### config.mk
export PLATFORM = sky130hd
export DESIGN_NAME = lsu_queue_flat
export DESIGN_NICKNAME = d
export VERILOG_FILES = /design/src/rtl/lsu_queue_pkg.sv /design/src/rtl/lsu_queue_if.sv /design/src/rtl/lsu_tag_fifo.sv /design/src/rtl/lsu_queue.sv /design/src/flat_wrapper.sv
export SDC_FILE = /design/constraint.sdc
export NUM_CORES = 1
export LEC_CHECK = 0
export BUFFER_PORTS_ARGS = -buffer_cell sky130_fd_sc_hd__clkbuf_2
export CAP_MARGIN = 20
export CORE_MARGIN = 1.5
export CORE_UTILIZATION = 36
export CTS_CLUSTER_SIZE = 24
export DETAILED_ROUTE_END_ITERATION = 12
export GPL_TIMING_DRIVEN = 0
export PLACE_DENSITY = 0.63
export SKIP_CTS_REPAIR_TIMING = 1
export SLEW_MARGIN = 20
export SYNTH_ARGS = -nofsm -noshare
export SYNTH_HDL_FRONTEND = slang
export SYNTH_SLANG_ARGS = --single-unit
### constraint.sdc
create_clock -name clk -period 4.3 [get_ports clk]
set_input_delay 1.075 -clock clk [delete_from_list [all_inputs] [get_ports clk]]
set_output_delay 1.075 -clock clk [all_outputs]
set_load 0.01 [all_outputs]
### src/rtl/lsu_queue_pkg.sv
// -----------------------------------------------------------------------------
// lsu_queue_pkg
// Shared definitions for the load/store queue:
//   lsu_size_e   - access size encoding (BYTE/HALF/WORD, 3 is illegal)
//   lsu_track_s  - per-request record kept while a memory access is in flight
//   lsu_req_s    - holding-register contents for a request awaiting issue
//   lsu_be / lsu_wdata / lsu_extract / lsu_misaligned - lane helpers
// Tags are carried at LSU_TAG_W_MAX bits internally; the top narrows them
// back to TAG_WIDTH_P (so TAG_WIDTH_P must not exceed LSU_TAG_W_MAX).
// -----------------------------------------------------------------------------
package lsu_queue_pkg;

    localparam int LSU_TAG_W_MAX = 16;

    typedef enum logic [1:0] {
        LSU_BYTE = 2'd0,
        LSU_HALF = 2'd1,
        LSU_WORD = 2'd2,
        LSU_ILL  = 2'd3
    } lsu_size_e;

    typedef struct packed {
        logic [LSU_TAG_W_MAX-1:0] tag;
        logic                     wen;
        lsu_size_e                size;
        logic                     is_unsigned;
        logic [1:0]               offset;
    } lsu_track_s;

    typedef struct packed {
        logic [LSU_TAG_W_MAX-1:0] tag;
        logic                     wen;
        lsu_size_e                size;
        logic                     is_unsigned;
        logic [31:0]              addr;
        logic [31:0]              wdata;
    } lsu_req_s;

    // Byte enables for an access; the offset is truncated to the access size.
    function automatic logic [3:0] lsu_be(input lsu_size_e size, input logic [1:0] off);
        logic [3:0] be;
        case (size)
            LSU_BYTE: be = 4'b0001 << off;
            LSU_HALF: be = off[1] ? 4'b1100 : 4'b0011;
            default:  be = 4'b1111;
        endcase
        return be;
    endfunction

    // Store data replicated across every lane the size could land in.
    function automatic logic [31:0] lsu_wdata(input lsu_size_e size, input logic [31:0] wdata);
        logic [31:0] res;
        case (size)
            LSU_BYTE: res = {4{wdata[7:0]}};
            LSU_HALF: res = {2{wdata[15:0]}};
            default:  res = wdata;
        endcase
        return res;
    endfunction

    // Select the addressed lane of a memory word and sign/zero extend it.
    function automatic logic [31:0] lsu_extract(input logic [31:0] rdata, input lsu_size_e size,
                                                input logic is_unsigned, input logic [1:0] off);
        logic [7:0]  b;
        logic [15:0] h;
        logic [31:0] res;
        b = rdata[{off, 3'b000} +: 8];
        h = off[1] ? rdata[31:16] : rdata[15:0];
        case (size)
            LSU_BYTE: res = is_unsigned ? {24'd0, b} : {{24{b[7]}}, b};
            LSU_HALF: res = is_unsigned ? {16'd0, h} : {{16{h[15]}}, h};
            default:  res = rdata;
        endcase
        return res;
    endfunction

    // True when the address is not naturally aligned for the size.
    function automatic logic lsu_misaligned(input lsu_size_e size, input logic [1:0] off);
        logic mis;
        case (size)
            LSU_BYTE: mis = 1'b0;
            LSU_HALF: mis = off[0];
            default:  mis = (off != 2'b00);
        endcase
        return mis;
    endfunction

endpackage

### src/rtl/lsu_queue_if.sv
// -----------------------------------------------------------------------------
// lsu_queue_if
// Data-memory bus between the LSU (master) and data memory (slave).
//   request : mem_valid_o / mem_yumi_i, mem_wen_o, mem_addr_o, mem_wdata_o, mem_be_o
//   response: mem_resp_valid_i / mem_resp_yumi_o, mem_rdata_i (in request order)
// Suffixes give the direction as seen from the LSU.
// -----------------------------------------------------------------------------
interface lsu_queue_if;
    logic        mem_valid_o;
    logic        mem_yumi_i;
    logic        mem_wen_o;
    logic [31:0] mem_addr_o;
    logic [31:0] mem_wdata_o;
    logic [3:0]  mem_be_o;
    logic        mem_resp_valid_i;
    logic        mem_resp_yumi_o;
    logic [31:0] mem_rdata_i;

    modport master (
        output mem_valid_o, mem_wen_o, mem_addr_o, mem_wdata_o, mem_be_o, mem_resp_yumi_o,
        input  mem_yumi_i, mem_resp_valid_i, mem_rdata_i
    );

    modport slave (
        input  mem_valid_o, mem_wen_o, mem_addr_o, mem_wdata_o, mem_be_o, mem_resp_yumi_o,
        output mem_yumi_i, mem_resp_valid_i, mem_rdata_i
    );
endinterface

### src/rtl/lsu_tag_fifo.sv
// -----------------------------------------------------------------------------
// lsu_tag_fifo
// DEPTH_P-entry synchronous FIFO of lsu_track_s records, one per request in
// flight to memory. A push while full is taken only if a pop happens in the
// same cycle. Pushes while full without a pop and pops while empty are ignored.
// Ports: clk, reset (sync, active-high), i_push/i_din, i_pop/o_dout,
//        o_full, o_empty, o_count (occupancy, 0..DEPTH_P).
// -----------------------------------------------------------------------------
module lsu_tag_fifo
    import lsu_queue_pkg::*;
#(
    parameter int DEPTH_P = 4
) (
    input  logic                       clk,
    input  logic                       reset,
    input  logic                       i_push,
    input  lsu_track_s                 i_din,
    input  logic                       i_pop,
    output lsu_track_s                 o_dout,
    output logic                       o_full,
    output logic                       o_empty,
    output logic [$clog2(DEPTH_P):0]   o_count
);
    localparam int PTR_W = $clog2(DEPTH_P);
    localparam int CNT_W = $clog2(DEPTH_P) + 1;

    logic [PTR_W-1:0] r_wr_ptr;
    logic [PTR_W-1:0] r_rd_ptr;
    logic [CNT_W-1:0] r_count;
    lsu_track_s       r_mem [DEPTH_P];
    logic             w_push_ok;
    logic             w_pop_ok;

    assign o_full    = (r_count == CNT_W'(DEPTH_P));
    assign o_empty   = (r_count == {CNT_W{1'b0}});
    assign w_pop_ok  = i_pop && !o_empty;
    assign w_push_ok = i_push && (!o_full || w_pop_ok);
    assign o_dout    = r_mem[r_rd_ptr];
    assign o_count   = r_count;

    // Entry storage; contents are don't-care until the count says otherwise.
    always_ff @(posedge clk) begin
        if (w_push_ok) begin
            r_mem[r_wr_ptr] <= i_din;
        end
    end

    // Pointers and occupancy; pointers wrap naturally since DEPTH_P is a power of two.
    always_ff @(posedge clk) begin
        if (reset) begin
            r_wr_ptr <= {PTR_W{1'b0}};
            r_rd_ptr <= {PTR_W{1'b0}};
            r_count  <= {CNT_W{1'b0}};
        end else begin
            if (w_push_ok) begin
                r_wr_ptr <= r_wr_ptr + PTR_W'(1);
            end
            if (w_pop_ok) begin
                r_rd_ptr <= r_rd_ptr + PTR_W'(1);
            end
            case ({w_push_ok, w_pop_ok})
                2'b10:   r_count <= r_count + CNT_W'(1);
                2'b01:   r_count <= r_count - CNT_W'(1);
                default: r_count <= r_count;
            endcase
        end
    end
endmodule

### src/rtl/lsu_queue.sv
// -----------------------------------------------------------------------------
// lsu_queue
// Load/store unit with up to DEPTH_P requests outstanding to data memory and
// in-order retirement. Handles byte/half/word sizing, store lane replication
// and byte enables, and load lane selection with sign/zero extension.
// Ports:
//   clk, reset            single clock, synchronous active-high reset
//   req_*                 core request channel (valid/ready)
//   resp_*                core response channel (valid/yumi)
//   mem                   data-memory bus (lsu_queue_if.master)
//   outstanding_o         requests issued to memory and not yet answered
//   err_o                 sticky: response with empty tracker, or size 3
//   misalign_o            only with LSU_MISALIGN_EXC_EN defined
// Build option LSU_MISALIGN_EXC_EN: misaligned requests are never sent to
// memory; once everything older has retired they retire with rdata=0 and
// misalign_o=1. Without it, misaligned addresses are truncated.
// -----------------------------------------------------------------------------
module lsu_queue
    import lsu_queue_pkg::*;
#(
    parameter int DEPTH_P     = 4,
    parameter int TAG_WIDTH_P = 5
) (
    input  logic                     clk,
    input  logic                     reset,
    input  logic                     req_valid_i,
    output logic                     req_ready_o,
    input  logic                     req_wen_i,
    input  logic [1:0]               req_size_i,
    input  logic                     req_unsigned_i,
    input  logic [31:0]              req_addr_i,
    input  logic [31:0]              req_wdata_i,
    input  logic [TAG_WIDTH_P-1:0]   req_tag_i,
    output logic                     resp_valid_o,
    input  logic                     resp_yumi_i,
    output logic [31:0]              resp_rdata_o,
    output logic [TAG_WIDTH_P-1:0]   resp_tag_o,
    output logic                     resp_wen_o,
    lsu_queue_if.master              mem,
    output logic [$clog2(DEPTH_P):0] outstanding_o,
    output logic                     err_o
`ifdef LSU_MISALIGN_EXC_EN
    ,
    output logic                     misalign_o
`endif
);
    localparam int CNT_W = $clog2(DEPTH_P) + 1;

    lsu_req_s               r_hold;
    logic                   r_hold_valid;
    logic                   r_resp_valid;
    logic [31:0]            r_resp_rdata;
    logic [TAG_WIDTH_P-1:0] r_resp_tag;
    logic                   r_resp_wen;
    logic                   r_err;

    lsu_req_s               w_req;
    lsu_size_e              w_size_norm;
    lsu_track_s             w_track_in;
    lsu_track_s             w_track_out;
    logic                   w_req_fire;
    logic                   w_hold_mis;
    logic                   w_issue;
    logic                   w_mis_retire;
    logic                   w_resp_free;
    logic                   w_mem_resp_yumi;
    logic                   w_pop;
    logic                   w_drop;
    logic                   w_full;
    logic                   w_empty;
    logic [CNT_W-1:0]       w_count;

    // Acceptance depends only on registered state, never on mem_yumi_i.
    assign req_ready_o = !r_hold_valid && (w_count != CNT_W'(DEPTH_P));
    assign w_req_fire  = req_valid_i && req_ready_o;

    // Illegal size 3 is carried as WORD from here on.
    assign w_size_norm       = (req_size_i == 2'd3) ? LSU_WORD : lsu_size_e'(req_size_i);
    assign w_req.tag         = LSU_TAG_W_MAX'(req_tag_i);
    assign w_req.wen         = req_wen_i;
    assign w_req.size        = w_size_norm;
    assign w_req.is_unsigned = req_unsigned_i;
    assign w_req.addr        = req_addr_i;
    assign w_req.wdata       = lsu_wdata(w_size_norm, req_wdata_i);

`ifdef LSU_MISALIGN_EXC_EN
    assign w_hold_mis = lsu_misaligned(r_hold.size, r_hold.addr[1:0]);
    // Retire a misaligned request only once everything older has drained, so order holds.
    assign w_mis_retire = r_hold_valid && w_hold_mis && w_empty
                          && !mem.mem_resp_valid_i && w_resp_free;
`else
    assign w_hold_mis   = 1'b0;
    assign w_mis_retire = 1'b0;
`endif

    assign w_issue = r_hold_valid && !w_hold_mis && mem.mem_yumi_i;

    // Memory request comes straight from the holding register, so it is stable until yumi.
    assign mem.mem_valid_o = r_hold_valid && !w_hold_mis;
    assign mem.mem_wen_o   = r_hold.wen;
    assign mem.mem_addr_o  = {r_hold.addr[31:2], 2'b00};
    assign mem.mem_wdata_o = r_hold.wdata;
    assign mem.mem_be_o    = lsu_be(r_hold.size, r_hold.addr[1:0]);

    assign w_track_in.tag         = r_hold.tag;
    assign w_track_in.wen         = r_hold.wen;
    assign w_track_in.size        = r_hold.size;
    assign w_track_in.is_unsigned = r_hold.is_unsigned;
    assign w_track_in.offset      = r_hold.addr[1:0];

    // A memory response is taken whenever the response register is free or draining.
    assign w_resp_free         = !r_resp_valid || resp_yumi_i;
    assign w_mem_resp_yumi     = mem.mem_resp_valid_i && w_resp_free;
    assign mem.mem_resp_yumi_o = w_mem_resp_yumi;
    assign w_pop               = w_mem_resp_yumi && !w_empty;
    assign w_drop              = w_mem_resp_yumi && w_empty;

    lsu_tag_fifo #(
        .DEPTH_P (DEPTH_P)
    ) u_tag_fifo (
        .clk     (clk),
        .reset   (reset),
        .i_push  (w_issue),
        .i_din   (w_track_in),
        .i_pop   (w_pop),
        .o_dout  (w_track_out),
        .o_full  (w_full),
        .o_empty (w_empty),
        .o_count (w_count)
    );

    // Holding register: one accepted request waiting for the memory to take it.
    always_ff @(posedge clk) begin
        if (reset) begin
            r_hold_valid <= 1'b0;
            r_hold       <= '0;
        end else if (w_req_fire) begin
            r_hold_valid <= 1'b1;
            r_hold       <= w_req;
        end else if (w_issue || w_mis_retire) begin
            r_hold_valid <= 1'b0;
        end else begin
            r_hold_valid <= r_hold_valid;
        end
    end

    // Response register: loaded on retire, cleared when the core consumes it.
    always_ff @(posedge clk) begin
        if (reset) begin
            r_resp_valid <= 1'b0;
            r_resp_rdata <= 32'd0;
            r_resp_tag   <= {TAG_WIDTH_P{1'b0}};
            r_resp_wen   <= 1'b0;
        end else if (w_pop) begin
            r_resp_valid <= 1'b1;
            r_resp_rdata <= w_track_out.wen ? 32'd0
                          : lsu_extract(mem.mem_rdata_i, w_track_out.size,
                                        w_track_out.is_unsigned, w_track_out.offset);
            r_resp_tag   <= TAG_WIDTH_P'(w_track_out.tag);
            r_resp_wen   <= w_track_out.wen;
        end else if (w_mis_retire) begin
            r_resp_valid <= 1'b1;
            r_resp_rdata <= 32'd0;
            r_resp_tag   <= TAG_WIDTH_P'(r_hold.tag);
            r_resp_wen   <= r_hold.wen;
        end else if (resp_yumi_i) begin
            r_resp_valid <= 1'b0;
        end else begin
            r_resp_valid <= r_resp_valid;
        end
    end

`ifdef LSU_MISALIGN_EXC_EN
    logic r_resp_mis;

    // Flags a response produced by the misalignment path.
    always_ff @(posedge clk) begin
        if (reset) begin
            r_resp_mis <= 1'b0;
        end else if (w_pop) begin
            r_resp_mis <= 1'b0;
        end else if (w_mis_retire) begin
            r_resp_mis <= 1'b1;
        end else begin
            r_resp_mis <= r_resp_mis;
        end
    end

    assign misalign_o = r_resp_valid && r_resp_mis;
`endif

    // Sticky error: orphan memory response or illegal size accepted.
    always_ff @(posedge clk) begin
        if (reset) begin
            r_err <= 1'b0;
        end else if (w_drop || (w_req_fire && (req_size_i == 2'd3))) begin
            r_err <= 1'b1;
        end else begin
            r_err <= r_err;
        end
    end

    assign resp_valid_o  = r_resp_valid;
    assign resp_rdata_o  = r_resp_rdata;
    assign resp_tag_o    = r_resp_tag;
    assign resp_wen_o    = r_resp_wen;
    assign outstanding_o = w_count;
    assign err_o         = r_err;
endmodule

### src/flat_wrapper.sv
// flat-port wrapper written by rule: the top's interface ports become plain ports
module lsu_queue_flat import lsu_queue_pkg::*;
#(
    parameter int DEPTH_P     = 4,
    parameter int TAG_WIDTH_P = 5
)
  (clk, reset, req_valid_i, req_ready_o, req_wen_i, req_size_i, req_unsigned_i, req_addr_i, req_wdata_i, req_tag_i, resp_valid_o, resp_yumi_i, resp_rdata_o, resp_tag_o, resp_wen_o, outstanding_o, err_o, mem_mem_valid_o, mem_mem_wen_o, mem_mem_addr_o, mem_mem_wdata_o, mem_mem_be_o, mem_mem_resp_yumi_o, mem_mem_yumi_i, mem_mem_resp_valid_i, mem_mem_rdata_i);
  lsu_queue_if mem_i ();
  input  logic clk;
  input  logic reset;
  input  logic req_valid_i;
  output logic req_ready_o;
  input  logic req_wen_i;
  input  logic [1:0] req_size_i;
  input  logic req_unsigned_i;
  input  logic [31:0] req_addr_i;
  input  logic [31:0] req_wdata_i;
  input  logic [TAG_WIDTH_P-1:0] req_tag_i;
  output logic resp_valid_o;
  input  logic resp_yumi_i;
  output logic [31:0] resp_rdata_o;
  output logic [TAG_WIDTH_P-1:0] resp_tag_o;
  output logic resp_wen_o;
  output logic [$clog2(DEPTH_P):0] outstanding_o;
  output logic err_o;
  output wire logic [$bits(mem_i.mem_valid_o)-1:0] mem_mem_valid_o;
  output wire logic [$bits(mem_i.mem_wen_o)-1:0] mem_mem_wen_o;
  output wire logic [$bits(mem_i.mem_addr_o)-1:0] mem_mem_addr_o;
  output wire logic [$bits(mem_i.mem_wdata_o)-1:0] mem_mem_wdata_o;
  output wire logic [$bits(mem_i.mem_be_o)-1:0] mem_mem_be_o;
  output wire logic [$bits(mem_i.mem_resp_yumi_o)-1:0] mem_mem_resp_yumi_o;
  input wire logic [$bits(mem_i.mem_yumi_i)-1:0] mem_mem_yumi_i;
  input wire logic [$bits(mem_i.mem_resp_valid_i)-1:0] mem_mem_resp_valid_i;
  input wire logic [$bits(mem_i.mem_rdata_i)-1:0] mem_mem_rdata_i;
  assign mem_mem_valid_o = mem_i.mem_valid_o;
  assign mem_mem_wen_o = mem_i.mem_wen_o;
  assign mem_mem_addr_o = mem_i.mem_addr_o;
  assign mem_mem_wdata_o = mem_i.mem_wdata_o;
  assign mem_mem_be_o = mem_i.mem_be_o;
  assign mem_mem_resp_yumi_o = mem_i.mem_resp_yumi_o;
  assign mem_i.mem_yumi_i = mem_mem_yumi_i;
  assign mem_i.mem_resp_valid_i = mem_mem_resp_valid_i;
  assign mem_i.mem_rdata_i = mem_mem_rdata_i;
  lsu_queue #(.DEPTH_P(DEPTH_P), .TAG_WIDTH_P(TAG_WIDTH_P)) u_core (.clk(clk), .reset(reset), .req_valid_i(req_valid_i), .req_ready_o(req_ready_o), .req_wen_i(req_wen_i), .req_size_i(req_size_i), .req_unsigned_i(req_unsigned_i), .req_addr_i(req_addr_i), .req_wdata_i(req_wdata_i), .req_tag_i(req_tag_i), .resp_valid_o(resp_valid_o), .resp_yumi_i(resp_yumi_i), .resp_rdata_o(resp_rdata_o), .resp_tag_o(resp_tag_o), .resp_wen_o(resp_wen_o), .mem(mem_i), .outstanding_o(outstanding_o), .err_o(err_o));
endmodule
## Word level (Yosys, flattened, before mapping)

Memory sizes are Yosys's and may differ from the RTL's. A register that Yosys moved wholly into a read port is not among the register bits.
Cells that the tools add are included.

| word-level totals | value |
|---|---|
| logic and storage cells | 71 |
| input bits | 111 |
| bits in registers | 121 |
| output and inout bits | 115 |
| memories kept | 1 |
| RAM bits | 44 |

Memory list:

| name | words | width | rd ports | clocked after Yosys merged registers in | wr ports | RTL line | text |
|---|---|---|---|---|---|---|---|
| u_core.u_tag_fifo.r_mem | 4 | 11 | 1 | 1 | 1 | lsu_tag_fifo.sv:30 | `lsu_track_s r_mem [DEPTH_P];` |

| operators by class | value |
|---|---|
| multiplexer cells | 18 |
| add/sub/neg operators | 4 |
| equality and inequality tests | 8 |
| reductions and logical operators | 23 |
| shifts and indexed selects | 2 |

Operators with widths:

| kind | number |
|---|---|
| one-hot mux 32 bit (2 select lines) | 2 |
| 2-to-1 mux 32 bit | 3 |
| indexed part select 32 x 6 -> 8 bit | 1 |
| 2-to-1 mux 16 bit | 1 |
| logical AND 1 bit | 9 |
| equality test 2 x 1 -> 1 bit, second input constant | 4 |
| one-hot mux 4 bit (2 select lines) | 1 |
| logical NOT 2 bit | 3 |
| 2-to-1 mux 1 bit | 6 |
| 2-to-1 mux 2 bit | 3 |
| one-hot mux 3 bit (2 select lines) | 1 |
| nonzero test 2 bit | 3 |
| adder 2 x 1 -> 2 bit, second input constant | 2 |
| equality test 2 bit, second input constant | 2 |
| logical NOT 1 bit | 4 |
| 2-to-1 mux 4 bit | 1 |
| left shift 1 x 2 -> 4 bit, first input constant | 1 |
| adder 3 x 1 -> 3 bit, second input constant | 1 |
| equality test 3 bit, second input constant | 1 |
| logical NOT 3 bit | 1 |
| logical OR 1 bit | 3 |
| != test 3 bit, second input constant | 1 |
| subtractor 3 x 1 -> 3 bit, second input constant | 1 |

## Logic depth before layout (Yosys ltp)

Gate-level depths: netlist of the first run.

| depth | value |
|---|---|
| depth after elaboration | 9 |
| mapped depth | 9 |
| mapped depth without buffers | 8 |

## Modules after synthesis

A second synthesis of the first run with hierarchy kept.

| unflattened totals | value |
|---|---|
| cell total of the unflattened synthesis | 797 |
| area, all modules | 9,043.7 um2 |

By module, submodules not included:

| module | times used | cells an instance | sequential area each (um2) | area each (um2) |
|---|---|---|---|---|
| lsu_queue | 1 | 624 | 2,282.2 | 5,346.4 |
| lsu_tag_fifo | 1 | 173 | 2,822.7 | 3,697.3 |

## Least setup slack after synthesis of the first run

Ideal clock, no wire load.

| timing path | value |
|---|---|
| kind | in2reg |
| start point | input port mem_mem_resp_valid_i |
| end point | register u_core.u_tag_fifo.r_count[2], in the netlist u_core.u_tag_fifo.o_count[2] |
| data arrival time | 2,840 ps |
| path slack | 1,328 ps |
| setup time | 131 ps |
| buffers on the path | 1 |
| data required time | 4,169 ps |
| stages on the path | 9 |
| path through | inv_1 or3_1 clkbuf_1 a21oi_1 inv_1 fa_1 nor4_1 o21ai_0 nor3b_1 |

| on the way | value |
|---|---|
| longest elaborated chain between the ends | 7 |
| elaborated cells between the ends (all ways) | 9 |
| classes of those cells | eq/ne (2); mux (1); reduce/logical (6) |

RTL lines:

| element | RTL line | text |
|---|---|---|
| start: declaration | flat_wrapper.sv:33 | `input wire logic [$bits(mem_i.mem_resp_valid_i)-1:0] mem_mem_resp_valid_i;` |
| logical AND 1 bit * | lsu_queue.sv:113 | `assign w_mem_resp_yumi = mem.mem_resp_valid_i && w_resp_free;` |
| logical AND 1 bit * | lsu_queue.sv:115 | `assign w_pop = w_mem_resp_yumi && !w_empty;` |
| logical AND 1 bit * | lsu_tag_fifo.sv:36 | `assign w_pop_ok = i_pop && !o_empty;` |
| logical OR 1 bit | lsu_tag_fifo.sv:37 | `assign w_push_ok = i_push && (!o_full \|\| w_pop_ok);` |
| logical AND 1 bit | lsu_tag_fifo.sv:37 |  |
| equality test 2 x 1 -> 1 bit / equality test 2 bit (equally long branches) | lsu_tag_fifo.sv:61 | `case ({w_push_ok, w_pop_ok})` |
| one-hot mux 3 bit (2 select lines) / nonzero test 2 bit (equally long branches) | -- |  |
| end signal: assignment | lsu_tag_fifo.sv:62 | `2'b10: r_count <= r_count + CNT_W'(1);` |
| end signal: assignment | lsu_tag_fifo.sv:63 | `2'b01: r_count <= r_count - CNT_W'(1);` |
| end signal: assignment | lsu_tag_fifo.sv:64 | `default: r_count <= r_count;` |
| end: declaration | lsu_tag_fifo.sv:29 | `logic [CNT_W-1:0] r_count;` |

Mark *: on every way between the ends. The rest lies on a longest branch, timed or not.
A chain may end at the register's enable or synchronous reset.

## Worst setup path in the final report of the first run

Ends and elaborated chain as after synthesis.

==> impl_metrics.ini, run 1 <==
[logic_synthesis]
ys.flop_type = dfxtp_1
ys_seq_area_share_pct = 51.0
synth.avg_cell_area_um2 = 9.53
synthTopCellsByCount = nand2_1 (161), dfxtp_1 (123), a21oi_1 (100)
synthArstFlopShare_pct = 0
syn-cell-area_um2 = 7420
yosysMostFrequentCell = nand2_1
syn_inst = 778
ys_ff_latch = 167
ys_types = 47
synth_top_area_share_pct = 33.2
synth_area_leaders = dfxtp_1 (33%), edfxtp_1 (18%), nand2_1 (8.1%)
synth_edf_count = 44
yosys_warnings = 0
synth_area_leader_cell = dfxtp_1

[global_routing]
grt_overflow = 0
grt_max_degree = 17
grt_first_pass_wirelength_um = 32400
grt_pass1_vias = 6055
grt_util_all_layers_pct = 19.5
antenna_found_initial = 0

[pwr]
leakagePower_uw = 0.00408
peakVddDrop_mv = 0.274
power_density_nw_per_um2 = 551
switching_power_uw = 1750
p_clk_share_pct = 29.3
internal_power_uw = 3450
combinationalPowerShare_pct = 32.6
switching_share_pct = 33.7
pwr-share-seq_pct = 38.1

[die]
die_area_um2 = 21500
placementRows = 52
fp.coreArea_um2 = 20200
die_h_um = 147
io_pins = 226
die_w_um = 147
initial_utilization_pct = 36.6

[clock_network]
cts_root_buf = clkbuf_16
clkTransAtPathRegs_ns = 0.06
clock_path_buffers = 2
cts_tree = yes
cts_num_sinks = 167
cts_buffers = 17
h-tree-depth = 4
clk_latency_ns = 0.42

[layout]
syn2layout_area_growth_pct = 27.4
antenna_cells = 0
fin_nets = 1136
layout-drive-gt1-share_pct = 33.9
multiInputGateArea_um2 = 2900
seq_area_um2 = 3780
num-fill-cells = 2015

[worst_setup_path]
worst-path-max-fanout = 5
worstSetupPathType = in -> reg
worstPathRequired_ns = 4.59
start_kind = primary input
worstPathArrival_ns = 3.20
cp-end-kind = register

[sta]
max_freq_mhz = 344
period_share_pct = 67.6
layout_setup_ws_ns = 1.39
final-hold-violation-count = 0
setup_violations = 0
maxSlewViolCount = 0
tns_ns = 0
period_needed_ns = 2.91
rsz0062_at_grt = no
clock_skew_ns = 0.00830
tightest_slew_ns = 0.761
slew_headroom_pct = 49.3

[hold_path]
min_path_type = reg -> reg

[routing]
drt-total-wl_um = 20700
dr_total_vias = 6366
drc = 0
ant_nets = 0
routed_via_density = 4.89
first_iter_violations = 247
wire_per_inst_um = 15.9
first_pass_iters = 5

[place]
portBuffers = 221
dpl.hpwl_um = 15700
place_congestion = 0.845
post-place-ws_ns = 0.966

[run]
cap_violations = 0

[status]
status = finished, final reports clean
## flip-flops by register name, indices dropped and copies added (netlist names), 2 cells and up, named ones only
name / count
u_core.u_tag_fifo.r_mem: 44
u_core.resp_tag_o: 5
u_core.r_hold: 10
u_core.resp_rdata_o: 32
u_core.u_tag_fifo.r_rd_ptr: 2
u_core.mem.mem_addr_o: 30
u_core.mem.mem_wdata_o: 32
u_core.u_tag_fifo.o_count: 3
u_core.u_tag_fifo.r_wr_ptr: 2
## cells by family after synthesis
| logic type | count (synthesis) | synth area share (%) |
|---|---|---|
| compound gates | 200 | 16.4 |
| xor+xnor | 3 | 0.354 |
| fa+ha+maj | 5 | 0.945 |
| buf+inv | 126 | 9.97 |
| flops | 167 | 51.0 |
| mux | 43 | 7.88 |
| other cells | 1 | 0.0506 |
| simple gates | 233 | 13.4 |
## cell usage in the layout, fill, tap and decap left out, drive strengths merged, types with 2 or more instances in the layout
master  instances
mux2            3
xnor2           2
nand2b          5
a21oi         101
conb            2
a311oi          8
nor3b           2
o21a            7
dfxtp         123
o21ai          45
buf            75
and3           18
o21bai          2
inv            11
a221oi          8
o221a           7
o221ai          7
or3             2
mux2i          28
clkbuf        286
nor2b           2
nor2           29
and2            5
clkinv          4
nor4            2
edfxtp         44
bufinv          2
nand2         161
a21o            2
nand3           2
ha              4
mux4           12
nor3            4
a211oi          8
## final timing paths
check             cells past startpoint                                 startpoint                                        end  slack (ns)
setup / recovery                     10                       mem_mem_resp_valid_i  u_core.u_tag_fifo.o_count[2]$_SDFFE_PP0P_        1.39
setup reg to reg                      9  u_core.u_tag_fifo.o_count[1]$_SDFFE_PP0P_  u_core.u_tag_fifo.o_count[2]$_SDFFE_PP0P_        1.71
hold reg to reg                       2          u_core.resp_tag_o[3]$_SDFFE_PP0P_          u_core.resp_tag_o[3]$_SDFFE_PP0P_        0.45
hold / removal                        2          u_core.resp_tag_o[3]$_SDFFE_PP0P_          u_core.resp_tag_o[3]$_SDFFE_PP0P_        0.45
## power by group through the flow
stage	Combinational, µW	Sequential (µW)	Clock, µW
after global routing	1870	2010	1620
after CTS	1710	1980	1550
after detailed placement	1700	2020	0
after floorplan	1110	2020	0
final	1700	1980	1530
after global placement	1690	2010	0
## metal layers
| layer | track usage [%] | share of wire [%] |
|---|---|---|
| met2 | 31.5 | 46 |
| met1 | 25.4 | 45 |
| met4 | 4.90 | 1.1 |
| met3 | 5.97 | 8.4 |
| met5 | 0 | 0 |
## per-stage QoR
step	util [%]	area (µm²)	hold WS [ns]	std cells	power, µW
after floorplan	-	7420	0.437	779	3130
after CTS	46.7	9450	0.455	1301	5250
final	46.7	9450	0.454	1302	5200
after global routing	46.7	9450	0.473	1302	5490
after detailed placement	43.8	8860	0.447	1270	3720
after global placement	43.8	8860	0.441	1270	3700
## cell type report
type                            count  area share [%]
Buffer                            118            7.51
Clock buffer                       21            4.90
Clock inverter                     10            1.26
Inverter                            8           0.318
Multi-Input combinational cell    486            30.7
Sequential cell                   167            40.0
Tap cell                          270            3.57
Timing Repair Buffer              222            11.8
## critical path, cell delays in order
cell	delay (ns)
clkbuf_2	0.09
inv_1	0.09
or3_1	0.37
clkbuf_1	0.21
a21oi_1	0.31
inv_1	0.09
fa_1	0.38
nor4_1	0.34
o21ai_0	0.11
nor3b_1	0.14
Power figures use the tool's default switching activity.
==> inputs of run 2 (changes only) <==
--- a/config.mk
+++ b/config.mk
@@ -12,7 +12,7 @@
 export CTS_CLUSTER_SIZE = 24
 export DETAILED_ROUTE_END_ITERATION = 12
 export GPL_TIMING_DRIVEN = 0
-export PLACE_DENSITY = 0.63
+export PLACE_DENSITY = 0.66
 export SKIP_CTS_REPAIR_TIMING = 1
 export SLEW_MARGIN = 20
 export SYNTH_ARGS = -nofsm -noshare
==> constraint.sdc (replaced) <==
create_clock -name clk -period 2.5 [get_ports clk]
set_input_delay 0.625 -clock clk [delete_from_list [all_inputs] [get_ports clk]]
set_output_delay 0.625 -clock clk [all_outputs]
set_load 0.01 [all_outputs]
==> impl_metrics.ini, run 2 (same netlist as run 1, synthesis figures left out) <==
[status]
status = finished, final reports clean

[global_routing]
grt_util_all_layers_pct = 19.4
grt_pass1_vias = 6044
grt_first_pass_wirelength_um = 32100
grt_max_degree = 17
grt_overflow = 0
antenna_found_initial = 0

[worst_setup_path]
rr_startpoint = u_core.resp_valid_o$_SDFFE_PP0P_
r2r_slack_ns = 0.06
cp-end-kind = register
worstPathArrival_ns = 2.73
timing.rr.end = u_core.u_tag_fifo.o_count[2]$_SDFFE_PP0P_
worstSetupPathType = reg -> reg
worstPathRequired_ns = 2.79
worst-path-max-fanout = 5
r2r_cells = 9
start_kind = register

[run]
cap_violations = 0

[sta]
layout_setup_ws_ns = 0.0587
max_freq_mhz = 410
final-hold-violation-count = 0
setup_violations = 0
tightest_slew_ns = 0.732
period_share_pct = 97.7
rsz0062_at_grt = yes
slew_headroom_pct = 51.2
clock_skew_ns = 0.0120
period_needed_ns = 2.44
maxSlewViolCount = 0

[die]
fp.coreArea_um2 = 20200
die_w_um = 147
initial_utilization_pct = 36.6
placementRows = 52
io_pins = 226
die_area_um2 = 21500
die_h_um = 147

[layout]
largest_reg_flops = 44
antenna_cells = 0
layout-drive-gt1-share_pct = 34.9
final_core_util_pct = 47.0
regMostFlops = u_core.u_tag_fifo.r_mem
fin_nets = 1138
final_cell_mix = clkbuf_2 (222), nand2_1 (161), dfxtp_1 (123), a21oi_1 (99), buf_4 (69)
syn2layout_area_growth_pct = 28.2
final_common_cell = clkbuf_2

[routing]
routed_via_density = 4.92
wire_per_inst_um = 16.0
first_iter_violations = 196
dr_total_vias = 6425
drc = 0
ant_nets = 0
drt-total-wl_um = 20900
first_pass_iters = 5

[pwr]
total_power_uw = 9010
switching_share_pct = 34.3
peakVddDrop_mv = 0.513
internal_power_uw = 5920
combinationalPowerShare_pct = 33.0
leakagePower_uw = 0.00411
pwr-share-seq_pct = 37.9
p_clk_share_pct = 29.1
power_density_nw_per_um2 = 948
switching_power_uw = 3090

[place]
portBuffers = 221
post-place-ws_ns = -0.331
place_congestion = 0.872
dpl.hpwl_um = 15700

[clock_network]
clkTransAtPathRegs_ns = 0.07
cts_root_buf = clkbuf_16
h-tree-depth = 4
cts_num_sinks = 167
clk_latency_ns = 0.43
clock_path_buffers = 2
cts_tree = yes
cts_buffers = 17

[hold_path]
min_path_type = in -> reg
holdPathEnd = u_core.mem.mem_addr_o[5]$_SDFFE_PP0P_
hp-start = req_addr_i[5]
holdPathStages = 3
==> run 2: through the flow <==
stage               hold slack [ns]  cells  setup TNS, ns  area (µm²)
finish                        0.414   1305              0        9510
global route                  0.410   1305        -0.0363        9510
CTS                           0.397   1302        -0.0749        9460
detailed placement            0.447   1270          -2.52        8870
global placement              0.442   1270          -1.37        8870
floorplan                     0.437    779              0        7420
==> run 2: cell type report <==
type | instances | area (µm²)
fill | 1979 | 10700
sequential | 167 | 3780
multi-input combinational | 486 | 2920
timing repair buffer | 225 | 1140
buffer | 117 | 707
clock buffer | 22 | 518
tap | 270 | 338
clock inverter | 10 | 78.8
inverter | 8 | 30.0
==> run 2: worst max path at each step <==
stage | from | endpoint | slack, ns
after floorplan | mem_mem_resp_valid_i | u_core.u_tag_fifo.o_count[2]$_SDFFE_PP0P_ | 0.05
after global placement | mem_mem_resp_valid_i | u_core.u_tag_fifo.o_count[2]$_SDFFE_PP0P_ | -0.31
after detailed placement | mem_mem_resp_valid_i | u_core.u_tag_fifo.o_count[2]$_SDFFE_PP0P_ | -0.33
after CTS | u_core.u_tag_fifo.o_count[1]$_SDFFE_PP0P_ | u_core.u_tag_fifo.o_count[2]$_SDFFE_PP0P_ | -0.07
after global routing | u_core.resp_valid_o$_SDFFE_PP0P_ | u_core.u_tag_fifo.o_count[2]$_SDFFE_PP0P_ | -0.03
final | u_core.resp_valid_o$_SDFFE_PP0P_ | u_core.u_tag_fifo.o_count[2]$_SDFFE_PP0P_ | 0.06
==> run 2: per-layer routing <==
| layer | GRT usage [%] | wire (µm) | vias up |
|---|---|---|---|
| li1 | - | - | 3153 |
| met1 | 24.1 | 9150 | 3012 |
| met2 | 31.8 | 9800 | 237 |
| met3 | 6.22 | 1610 | 23 |
| met4 | 6.36 | 369 | 0 |
| met5 | 0 | 0 | - |
==> run 2: critical path, stage by stage (launching register included) <==
cell and delay, ns:
dfxtp_1 0.32, nor2b_1 0.19, or3_1 0.35, clkbuf_1 0.21, a21oi_2 0.21, inv_1 0.08
fa_1 0.41, nor4_2 0.28, o21ai_0 0.10, nor3b_1 0.14
==> run 2: power by group through the flow <==
stage	Clock [µW]	Sequential, µW	Combinational, µW
6_report	2630	3410	2980
5_1_grt	2780	3460	3270
4_1_cts	2660	3410	2950
3_3_place_gp	0	3450	2900
3_5_place_dp	0	3470	2930
2_1_floorplan	0	3480	1910
